`config.mk`:
```
export PLATFORM = sky130hd
export DESIGN_NAME = decode_stage
export DESIGN_NICKNAME = d
export VERILOG_FILES = /design/src/rtl/rv64_pkg.sv /design/src/rtl/decode_stage_imm_gen.sv /design/src/rtl/decode_stage.sv
export SDC_FILE = /design/constraint.sdc
export NUM_CORES = 1
export LEC_CHECK = 0
export BUFFER_PORTS_ARGS = -buffer_cell sky130_fd_sc_hd__clkbuf_2
export CAP_MARGIN = 20
export CORE_ASPECT_RATIO = 0.5
export CORE_MARGIN = 8
export CORE_UTILIZATION = 42
export DETAILED_ROUTE_END_ITERATION = 6
export HOLD_SLACK_MARGIN = 0.15
export PLACE_DENSITY = 0.8
export SETUP_SLACK_MARGIN = 0.02
export SLEW_MARGIN = 15
export SYNTH_ARGS = -nofsm -noshare
export SYNTH_HDL_FRONTEND = slang
export SYNTH_SLANG_ARGS = --single-unit
```
`constraint.sdc`:
```
create_clock -name clk -period 2.05 [get_ports clk]
set_input_delay 0.41 -clock clk [delete_from_list [all_inputs] [get_ports clk]]
set_output_delay 0.41 -clock clk [all_outputs]
set_load 0.02 [all_outputs]
```
`src/rtl/rv64_pkg.sv`:
```
// Shared RV64I decode definitions.
// Holds the major opcode values, the funct3/funct7 constants used by the
// legality checks, the immediate-format selector and a helper that applies
// the funct7/funct3 pairing rules shared by OP and OP-32.
package rv64_pkg;

  // Major opcodes (instr[6:0]); all legal ones end in 2'b11
  localparam logic [6:0] OPC_LUI       = 7'b0110111;
  localparam logic [6:0] OPC_AUIPC     = 7'b0010111;
  localparam logic [6:0] OPC_JAL       = 7'b1101111;
  localparam logic [6:0] OPC_JALR      = 7'b1100111;
  localparam logic [6:0] OPC_BRANCH    = 7'b1100011;
  localparam logic [6:0] OPC_LOAD      = 7'b0000011;
  localparam logic [6:0] OPC_STORE     = 7'b0100011;
  localparam logic [6:0] OPC_OP_IMM    = 7'b0010011;
  localparam logic [6:0] OPC_OP_IMM_32 = 7'b0011011;
  localparam logic [6:0] OPC_OP        = 7'b0110011;
  localparam logic [6:0] OPC_OP_32     = 7'b0111011;
  localparam logic [6:0] OPC_MISC_MEM  = 7'b0001111;
  localparam logic [6:0] OPC_SYSTEM    = 7'b1110011;

  // funct3 values that the legality rules care about
  localparam logic [2:0] F3_ADD_SUB  = 3'b000;
  localparam logic [2:0] F3_SLL      = 3'b001;
  localparam logic [2:0] F3_SR       = 3'b101;
  localparam logic [2:0] F3_JALR     = 3'b000;
  localparam logic [2:0] F3_FENCE    = 3'b000;
  localparam logic [2:0] F3_BR_RSV0  = 3'b010;
  localparam logic [2:0] F3_BR_RSV1  = 3'b011;
  localparam logic [2:0] F3_LD_RSV   = 3'b111;

  // funct7 values for register-register ops
  localparam logic [6:0] F7_BASE = 7'b0000000;
  localparam logic [6:0] F7_ALT  = 7'b0100000;

  // instr[31:26] patterns for 64-bit immediate shifts (shamt is 6 bits)
  localparam logic [5:0] SHIFT_HI_BASE = 6'b000000;
  localparam logic [5:0] SHIFT_HI_SRA  = 6'b010000;

  // The only two SYSTEM encodings accepted
  localparam logic [31:0] INSTR_ECALL  = 32'h0000_0073;
  localparam logic [31:0] INSTR_EBREAK = 32'h0010_0073;

  typedef enum logic [2:0] {
    IMM_NONE = 3'd0,
    IMM_I    = 3'd1,
    IMM_S    = 3'd2,
    IMM_B    = 3'd3,
    IMM_U    = 3'd4,
    IMM_J    = 3'd5
  } imm_type_e;

  // funct7 must be base or alternate; the alternate form exists only for
  // SUB and SRA.
  function automatic logic op_funct_illegal(input logic [6:0] funct7,
                                            input logic [2:0] funct3);
    logic bad;
    bad = 1'b1;
    if (funct7 == F7_BASE) begin
      bad = 1'b0;
    end else if (funct7 == F7_ALT) begin
      bad = !((funct3 == F3_ADD_SUB) || (funct3 == F3_SR));
    end else begin
      bad = 1'b1;
    end
    return bad;
  endfunction

endpackage

```
`src/rtl/decode_stage_imm_gen.sv`:
```
// Immediate generator (module imm_gen).
// Purely combinational: reassembles and sign-extends the immediate of the
// selected instruction format to 64 bits.
// Ports:
//   instr    in  32  raw instruction word
//   imm_type in  3   immediate format selector
//   imm      out 64  sign-extended immediate (0 for IMM_NONE)
module imm_gen
  import rv64_pkg::*;
(
  input  logic [31:0] instr,
  input  imm_type_e   imm_type,
  output logic [63:0] imm
);

  // Format-dependent bit gather with sign extension from instr[31]
  always_comb begin
    imm = 64'd0;
    case (imm_type)
      IMM_I:   imm = {{52{instr[31]}}, instr[31:20]};
      IMM_S:   imm = {{52{instr[31]}}, instr[31:25], instr[11:7]};
      IMM_B:   imm = {{51{instr[31]}}, instr[31], instr[7], instr[30:25],
                      instr[11:8], 1'b0};
      // U-type upper 32 bits are the sign of the 32-bit result
      IMM_U:   imm = {{32{instr[31]}}, instr[31:12], 12'd0};
      IMM_J:   imm = {{43{instr[31]}}, instr[31], instr[19:12], instr[20],
                      instr[30:21], 1'b0};
      IMM_NONE: imm = 64'd0;
      default: imm = 64'd0;
    endcase
  end

endmodule

```
`src/rtl/decode_stage.sv`:
```
// RV64I decode stage.
// Accepts {pc, instr} from fetch over valid/ready, decodes register indices,
// immediate, write-enable, word-op and illegal flags, and holds the result in
// a one-entry pipeline register for execute. Supports back-pressure and flush.
// Ports:
//   clk, rst                 clock, synchronous active-high reset
//   in_valid/in_ready        fetch handshake
//   in_pc[63:0], in_instr    incoming pc and raw instruction
//   flush                    drops held entry and any same-cycle input
//   out_valid/out_ready      execute handshake
//   out_pc .. out_illegal    registered decoded fields
module decode_stage
  import rv64_pkg::*;
(
  input  logic        clk,
  input  logic        rst,
  input  logic        in_valid,
  output logic        in_ready,
  input  logic [63:0] in_pc,
  input  logic [31:0] in_instr,
  input  logic        flush,
  output logic        out_valid,
  input  logic        out_ready,
  output logic [63:0] out_pc,
  output logic [6:0]  out_opcode,
  output logic [2:0]  out_funct3,
  output logic [6:0]  out_funct7,
  output logic [4:0]  out_rs1,
  output logic [4:0]  out_rs2,
  output logic [4:0]  out_rd,
  output logic [63:0] out_imm,
  output logic        out_reg_we,
  output logic        out_is_word,
  output logic        out_illegal
);

  logic [6:0]  opcode_s;
  logic [2:0]  funct3_s;
  logic [6:0]  funct7_s;
  logic [4:0]  rs1_s;
  logic [4:0]  rs2_s;
  logic [4:0]  rd_s;
  logic [63:0] imm_s;
  logic        reg_we_s;
  logic        is_word_s;
  logic        illegal_s;
  imm_type_e   imm_type_s;
  logic        load_s;

  logic        valid_r;
  logic [63:0] pc_r;
  logic [6:0]  opcode_r;
  logic [2:0]  funct3_r;
  logic [6:0]  funct7_r;
  logic [4:0]  rs1_r;
  logic [4:0]  rs2_r;
  logic [4:0]  rd_r;
  logic [63:0] imm_r;
  logic        reg_we_r;
  logic        is_word_r;
  logic        illegal_r;

  assign opcode_s = in_instr[6:0];
  assign funct3_s = in_instr[14:12];
  assign funct7_s = in_instr[31:25];

  // Ready is not gated by flush: a flushed input is simply not loaded
  assign in_ready = !valid_r || out_ready;
  assign load_s   = in_valid && in_ready && !flush;

  imm_gen u_imm_gen (
    .instr    (in_instr),
    .imm_type (imm_type_s),
    .imm      (imm_s)
  );

  // Per-opcode field selection and legality; unlisted opcodes (including
  // any with instr[1:0] != 2'b11) fall to the default and are illegal.
  always_comb begin
    imm_type_s = IMM_NONE;
    rs1_s      = in_instr[19:15];
    rs2_s      = 5'd0;
    rd_s       = in_instr[11:7];
    is_word_s  = 1'b0;
    illegal_s  = 1'b0;
    case (opcode_s)
      OPC_LUI, OPC_AUIPC: begin
        imm_type_s = IMM_U;
        rs1_s      = 5'd0;
      end
      OPC_JAL: begin
        imm_type_s = IMM_J;
        rs1_s      = 5'd0;
      end
      OPC_JALR: begin
        imm_type_s = IMM_I;
        illegal_s  = (funct3_s != F3_JALR);
      end
      OPC_BRANCH: begin
        imm_type_s = IMM_B;
        rs2_s      = in_instr[24:20];
        rd_s       = 5'd0;
        illegal_s  = (funct3_s == F3_BR_RSV0) || (funct3_s == F3_BR_RSV1);
      end
      OPC_LOAD: begin
        imm_type_s = IMM_I;
        illegal_s  = (funct3_s == F3_LD_RSV);
      end
      OPC_STORE: begin
        imm_type_s = IMM_S;
        rs2_s      = in_instr[24:20];
        rd_s       = 5'd0;
        // only SB/SH/SW/SD (funct3 0..3)
        illegal_s  = funct3_s[2];
      end
      OPC_OP_IMM: begin
        imm_type_s = IMM_I;
        case (funct3_s)
          F3_SLL:  illegal_s = (in_instr[31:26] != SHIFT_HI_BASE);
          F3_SR:   illegal_s = (in_instr[31:26] != SHIFT_HI_BASE) &&
                               (in_instr[31:26] != SHIFT_HI_SRA);
          default: illegal_s = 1'b0;
        endcase
      end
      OPC_OP_IMM_32: begin
        imm_type_s = IMM_I;
        is_word_s  = 1'b1;
        case (funct3_s)
          F3_ADD_SUB:   illegal_s = 1'b0;
          // word shifts have a 5-bit shamt, so instr[25] must be clear
          F3_SLL, F3_SR: illegal_s = in_instr[25];
          default:      illegal_s = 1'b1;
        endcase
      end
      OPC_OP: begin
        rs2_s     = in_instr[24:20];
        illegal_s = op_funct_illegal(funct7_s, funct3_s);
      end
      OPC_OP_32: begin
        rs2_s     = in_instr[24:20];
        is_word_s = 1'b1;
        case (funct3_s)
          F3_ADD_SUB, F3_SLL, F3_SR: illegal_s = op_funct_illegal(funct7_s, funct3_s);
          default:                   illegal_s = 1'b1;
        endcase
      end
      OPC_MISC_MEM: begin
        rd_s      = 5'd0;
        illegal_s = (funct3_s != F3_FENCE);
      end
      OPC_SYSTEM: begin
        rd_s      = 5'd0;
        illegal_s = (in_instr != INSTR_ECALL) && (in_instr != INSTR_EBREAK);
      end
      default: begin
        rs2_s     = in_instr[24:20];
        illegal_s = 1'b1;
      end
    endcase
  end

  // rd is already zeroed for S/B types, so only rd!=0 and legality remain
  assign reg_we_s = (rd_s != 5'd0) && !illegal_s;

  // Pipeline register: reset > flush > load > pop; otherwise hold
  always_ff @(posedge clk) begin
    if (rst) begin
      valid_r   <= 1'b0;
      pc_r      <= 64'd0;
      opcode_r  <= 7'd0;
      funct3_r  <= 3'd0;
      funct7_r  <= 7'd0;
      rs1_r     <= 5'd0;
      rs2_r     <= 5'd0;
      rd_r      <= 5'd0;
      imm_r     <= 64'd0;
      reg_we_r  <= 1'b0;
      is_word_r <= 1'b0;
      illegal_r <= 1'b0;
    end else if (flush) begin
      valid_r <= 1'b0;
    end else if (load_s) begin
      valid_r   <= 1'b1;
      pc_r      <= in_pc;
      opcode_r  <= opcode_s;
      funct3_r  <= funct3_s;
      funct7_r  <= funct7_s;
      rs1_r     <= rs1_s;
      rs2_r     <= rs2_s;
      rd_r      <= rd_s;
      imm_r     <= imm_s;
      reg_we_r  <= reg_we_s;
      is_word_r <= is_word_s;
      illegal_r <= illegal_s;
    end else if (out_ready) begin
      valid_r <= 1'b0;
    end else begin
      valid_r <= valid_r;
    end
  end

  assign out_valid   = valid_r;
  assign out_pc      = pc_r;
  assign out_opcode  = opcode_r;
  assign out_funct3  = funct3_r;
  assign out_funct7  = funct7_r;
  assign out_rs1     = rs1_r;
  assign out_rs2     = rs2_r;
  assign out_rd      = rd_r;
  assign out_imm     = imm_r;
  assign out_reg_we  = reg_we_r;
  assign out_is_word = is_word_r;
  assign out_illegal = illegal_r;

endmodule

```
-- Yosys cells after proc, flatten, opt, wreduce, memory -nomap -nowiden
Index checks and enable logic that the tools add are counted.
- equality and inequality tests: 27
- multiplexer cells: 14
- bitwise gates (word level): 1
- reduce and logical (&&, ||, !) cells: 29
- operators with widths (operator ; number):
    $pmux 64 s5 ; 1
    $eq 7x6->1 const B ; 5
    $ne 32x21->1 const B ; 1
    $ne 32x7->1 const B ; 1
    $eq 7x7->1 const B ; 4
    $eq 7x5->1 const B ; 3
    $mux 5 ; 3
    $pmux 3 s5 ; 1
    $eq 3x2->1 const B ; 4
    $eq 3x3->1 const B ; 4
    $pmux 1 s10 ; 1
    $reduce_or 2->1 ; 5
    $reduce_or 9->1 ; 1
    $reduce_or 4->1 ; 2
    $eq 7x2->1 const B ; 1
    $eq 7x4->1 const B ; 1
    $logic_not 7->1 ; 1
    $eq 3x1->1 const B ; 2
    $mux 1 ; 6
    $ne 6x5->1 const B ; 1
    $reduce_bool 6->1 ; 1
    $reduce_or 3->1 ; 2
    $logic_and 1x1->1 ; 5
    $reduce_bool 5->1 ; 1
    other kinds (8) ; 14
- register bits: 164
- input bits: 101
- output and inout bits: 165
- word-level logic and storage cells: 83

-- Depth between registers and ports, before layout
- word-level depth: 9
- mapped depth: 8
- mapped depth without buffers: 6

-- Hierarchy
Synthesis repeated with hierarchy kept, for this count alone.
- cells, all modules: 868
- area total of the unflattened synthesis: 6646.4 um2
- by module, submodules not included (module ; times used ; cells each ; area each (um2) ; sequential area each (um2)):
    decode_stage ; 1 ; 770 ; 6015.8 ; 3283.1
    imm_gen ; 1 ; 98 ; 630.6 ; 0.0

-- Least setup slack after synthesis
OpenSTA, ideal clock, no wires.
- path kind: input -> register
- start: input port in_instr[27]
- end: register illegal_r, in the netlist out_illegal
- library setup time: 0.142 ns
- arrival: 1.914 ns
- required time: 1.908 ns
- slack: -0.006 ns
- stages: 5
- buffers on the path: 0
- path through: or4_1 -> or3_1 -> o311a_1 -> a311oi_2 -> a311oi_1
- word-level cells in the longest chain between the ends: 5
- elaborated cells on any way between the ends: 13
- classes of those cells: eq/ne (4); mux (5); reduce/logical (4)
- RTL lines (what ; line ; source):
    start, declared ; decode_stage.sv:20 ; input logic [31:0] in_instr,
    $eq 7x6->1 ; rv64_pkg.sv:61 ; end else if (funct7 == F7_ALT) begin
    $mux 1 ; rv64_pkg.sv:61 ;
    $mux 1 ; rv64_pkg.sv:59 ; if (funct7 == F7_BASE) begin
    $mux 1 ; decode_stage.sv:142 ; case (funct3_s)
    $pmux 1 s10 (*) ; decode_stage.sv:86 ; case (opcode_s)
    end signal, assigned ; decode_stage.sv:194 ; illegal_r <= illegal_s;
    end, declared ; decode_stage.sv:61 ; logic illegal_r;
Mark *: on every way between the ends. The rest lies on a longest branch, timed or not.
A chain may end at the register's enable or synchronous reset.

-- Worst setup path after layout
- start: input port in_instr[27]
- end: register reg_we_r, in the netlist out_reg_we
- word-level cells in the longest chain between the ends: 7
- elaborated cells on any way between the ends: 15
- classes of those cells: eq/ne (4); mux (5); reduce/logical (6)
- RTL lines (what ; line ; source):
    $eq 7x6->1 ; rv64_pkg.sv:61 ;
    $mux 1 ; rv64_pkg.sv:61 ;
    $mux 1 ; rv64_pkg.sv:59 ;
    $mux 1 ; decode_stage.sv:142 ;
    $pmux 1 s10 (*) ; decode_stage.sv:86 ;
    $logic_not 1->1 (*) ; decode_stage.sv:163 ; assign reg_we_s = (rd_s != 5'd0) && !illegal_s;
    $logic_and 1x1->1 (*) ; decode_stage.sv:163 ;
    end signal, assigned ; decode_stage.sv:192 ; reg_we_r <= reg_we_s;
    end, declared ; decode_stage.sv:59 ; logic reg_we_r;
Marked as above.

==> qor.txt <==
Status = finished clean
Initial antenna violation count = 0
Hold wc startpoint = flush
Post-Syn Area = 5480 um^2
Worst EP arrival = 2.18 ns
Worst R2R Setup Slack = 0.38 ns
First drt pass iteration count = 6
Fillers = 1,163
GRT overflow = 0
Hold Crit Class = in -> reg
CTS clk-pin slew, worst paths = 0.06 ns
# Post-CTS Setup Buffers = 0
Minimum clock period = 1.83 ns
Clk_skew = 0.00437 ns
Number of global-route vias before repair = 5,741
Post-DP Area = 6880 um^2
Layout Nets = 1,040
Most used flip-flop cell after synthesis = dfxtp_1
WS Path Type = in -> reg
Die area = 17,200 um^2
IO Count = 266
Hold EP = out_valid$_SDFFE_PP0P_
Crit start category = primary input
TritonCTS Sinks = 132
First-pass GRT wire length = 29,900 um
Tot GR Track Use = 21.3%
Non-Filler Instances = 1,122
Worst vdd ir = 531 uV
Core area = 12,700 um^2
Fin. max-slew vios = 0
Worst hold stages = 2
RSZ-0062 raised after global routing = no
Hold_buf cts = 0
Cell count after placement = 1,090
Area Overhead vs Synth = 37.0%
Post-CTS Resized = 0
Initial DRC Count = 354
# port buffers = 265
Power Density = 895 nW/um^2
FF-to-FF Start = out_valid$_SDFFE_PP0P_
CTS tree = yes
CTS Buf Count = 17
Routed wire length = 18,800 um
Worst path required time = 2.40 ns
Rows = 29
Syn Nets = 804
Clock Path Buffers = 2
Reg2reg end = out_imm[12]$_SDFFE_PP0P_
Fraction of registers with async set/reset = 0%
Actual slew at the worst max-slew pin = 0.524 ns
Max Cap Violations = 0
Final instance area = 7500 um^2
Root Buffer = clkbuf_16
Final setup viols = 0
Relative slew slack = 65.1%
Multi-input gate area = 2350 um^2
Post-Synthesis Cells = 703
Sequential cell area = 2640 um^2
Layout cells sized above 1 = 36.4%
Clock Latency Late Sink = 0.41 ns
Number of cells on the worst reg-to-reg path = 6
GP Congestion = 0.937
Total number of vias = 5,700
Die W = 177 um
DRT antenna net count = 0
Flops & latches, synth = 132
Final Cycle Share = 89.2%
DP Wirelength = 14,300 um
Fmax = 547 MHz
Crit Path Max Fanout = 2
Largest net degree at the start of global routing = 52
H-tree Lvls = 4
Avg Inst Size Synth = 7.79 um^2
Leakage = 0.00339 uW
Number of flops mapped to enable cells by yosys = 0
DIE HEIGHT = 96.7 um
# DRC = 0
Average wire per standard cell = 16.8 um
Ys Warns = 0
Via/cell ratio = 5.08
Initial Util = 43.1%
Distinct cells, synth = 55
Final Hold Vio Count = 0
# diodes = 0
CP Capture Type = flip-flop
Post-synthesis sequential area ratio = 48.3%
==> how the worst max path moves through the flow <==
stage	end	startpoint	depth (start not counted)
floorplan	out_illegal$_SDFFE_PP0P_	in_instr[27]	5
detailed placement	out_illegal$_SDFFE_PP0P_	in_instr[27]	6
global placement	out_illegal$_SDFFE_PP0P_	in_instr[27]	6
global route	out_illegal$_SDFFE_PP0P_	in_instr[27]	6
CTS	out_illegal$_SDFFE_PP0P_	in_instr[27]	6
finish	out_reg_we$_SDFFE_PP0P_	in_instr[27]	7
==> flip-flops by register name (all words and copies together) (netlist names) <==
register,cells
out_opcode,7
out_is_word,1
out_valid,1
out_imm,32
out_rs2,5
out_rd,5
out_rs1,5
out_funct3,3
out_pc,64
out_illegal,1
out_funct7,7
out_reg_we,1
==> cells in the mapped netlist, types with 5 or more instances <==
| library cell | instances | share of area (%) |
|---|---|---|
| nand2_1 | 216 | 15 |
| dfxtp_1 | 132 | 48 |
| a21oi_1 | 120 | 11 |
| clkbuf_1 | 38 | 2.6 |
| buf_4 | 33 | 4.5 |
| nor2_1 | 23 | 1.6 |
| o21ai_1 | 22 | 2.0 |
| nand3_1 | 17 | 1.6 |
| buf_1 | 9 | 0.62 |
| nor3_1 | 7 | 0.64 |
| a22oi_1 | 5 | 0.69 |
| nor2b_1 | 5 | 0.57 |
==> cell families after synthesis <==
| group | Yosys count | synth area share (%) |
|---|---|---|
| flops | 132 | 48.3 |
| buf+inv | 90 | 9.02 |
| mux | 1 | 0.183 |
| simple gates | 299 | 23.6 |
| compound gates | 179 | 18.7 |
| xor+xnor | 2 | 0.320 |
==> layout make-up <==
class	instances	area share (%)
inverters	4	0.200
well taps	170	2.83
clock inverters	10	1.93
repair buffers	303	22.0
multi-input cells	481	31.4
clock buffers	22	6.45
flip-flops and latches	132	35.2
==> power breakdown <==
| group | total (uW) | switching [uW] | internal (uW) |
|---|---|---|---|
| sequential | 2710 | 49.8 | 2660 |
| combinational | 800 | 514 | 287 |
| clock | 3210 | 1150 | 2050 |
==> layout by cell type (no fill, tap or decap), types with 4 or more instances in the layout <==
master / instances
a211oi_1: 4
o21ai_1: 22
clkbuf_2: 264
clkbuf_8: 4
a22oi_1: 5
nor2b_1: 5
clkbuf_16: 17
a32oi_1: 4
a21oi_1: 120
nor3_1: 7
buf_4: 36
nand2_1: 216
nor2_1: 23
nand3_1: 17
dfxtp_1: 132
==> per-layer routing <==
metal	GRT usage, %	vias to the layer above	wire length [um]
met5	0	-	0
met1	24.0	2600	7340
met2	36.8	243	9140
li1	-	2801	-
met3	6.13	56	1630
met4	9.30	0	705
==> through the flow <==
stage | setup WS, ns | util (%) | hold WS (ns) | TNS [ns] | power [uW]
3_3_place_gp | -0.124 | 54.1 | 0.434 | -0.248 | 3550
2_1_floorplan | 0.0451 | - | 0.489 | 0 | 3210
5_1_grt | 0.193 | 59.1 | 0.212 | 0 | 6980
6_report | 0.221 | 59.1 | 0.210 | 0 | 6720
4_1_cts | 0.260 | 59.1 | 0.200 | 0 | 6770
3_5_place_dp | -0.152 | 54.1 | 0.442 | -0.289 | 3570
==> critical path: stages <==
cell and delay, ns:
clkbuf_2 0.09, or4_1 0.53, or3_1 0.35, o311a_1 0.31
a311oi_2 0.27, nand4_1 0.14, nand2_1 0.08
Power figures use the tool's default switching activity.
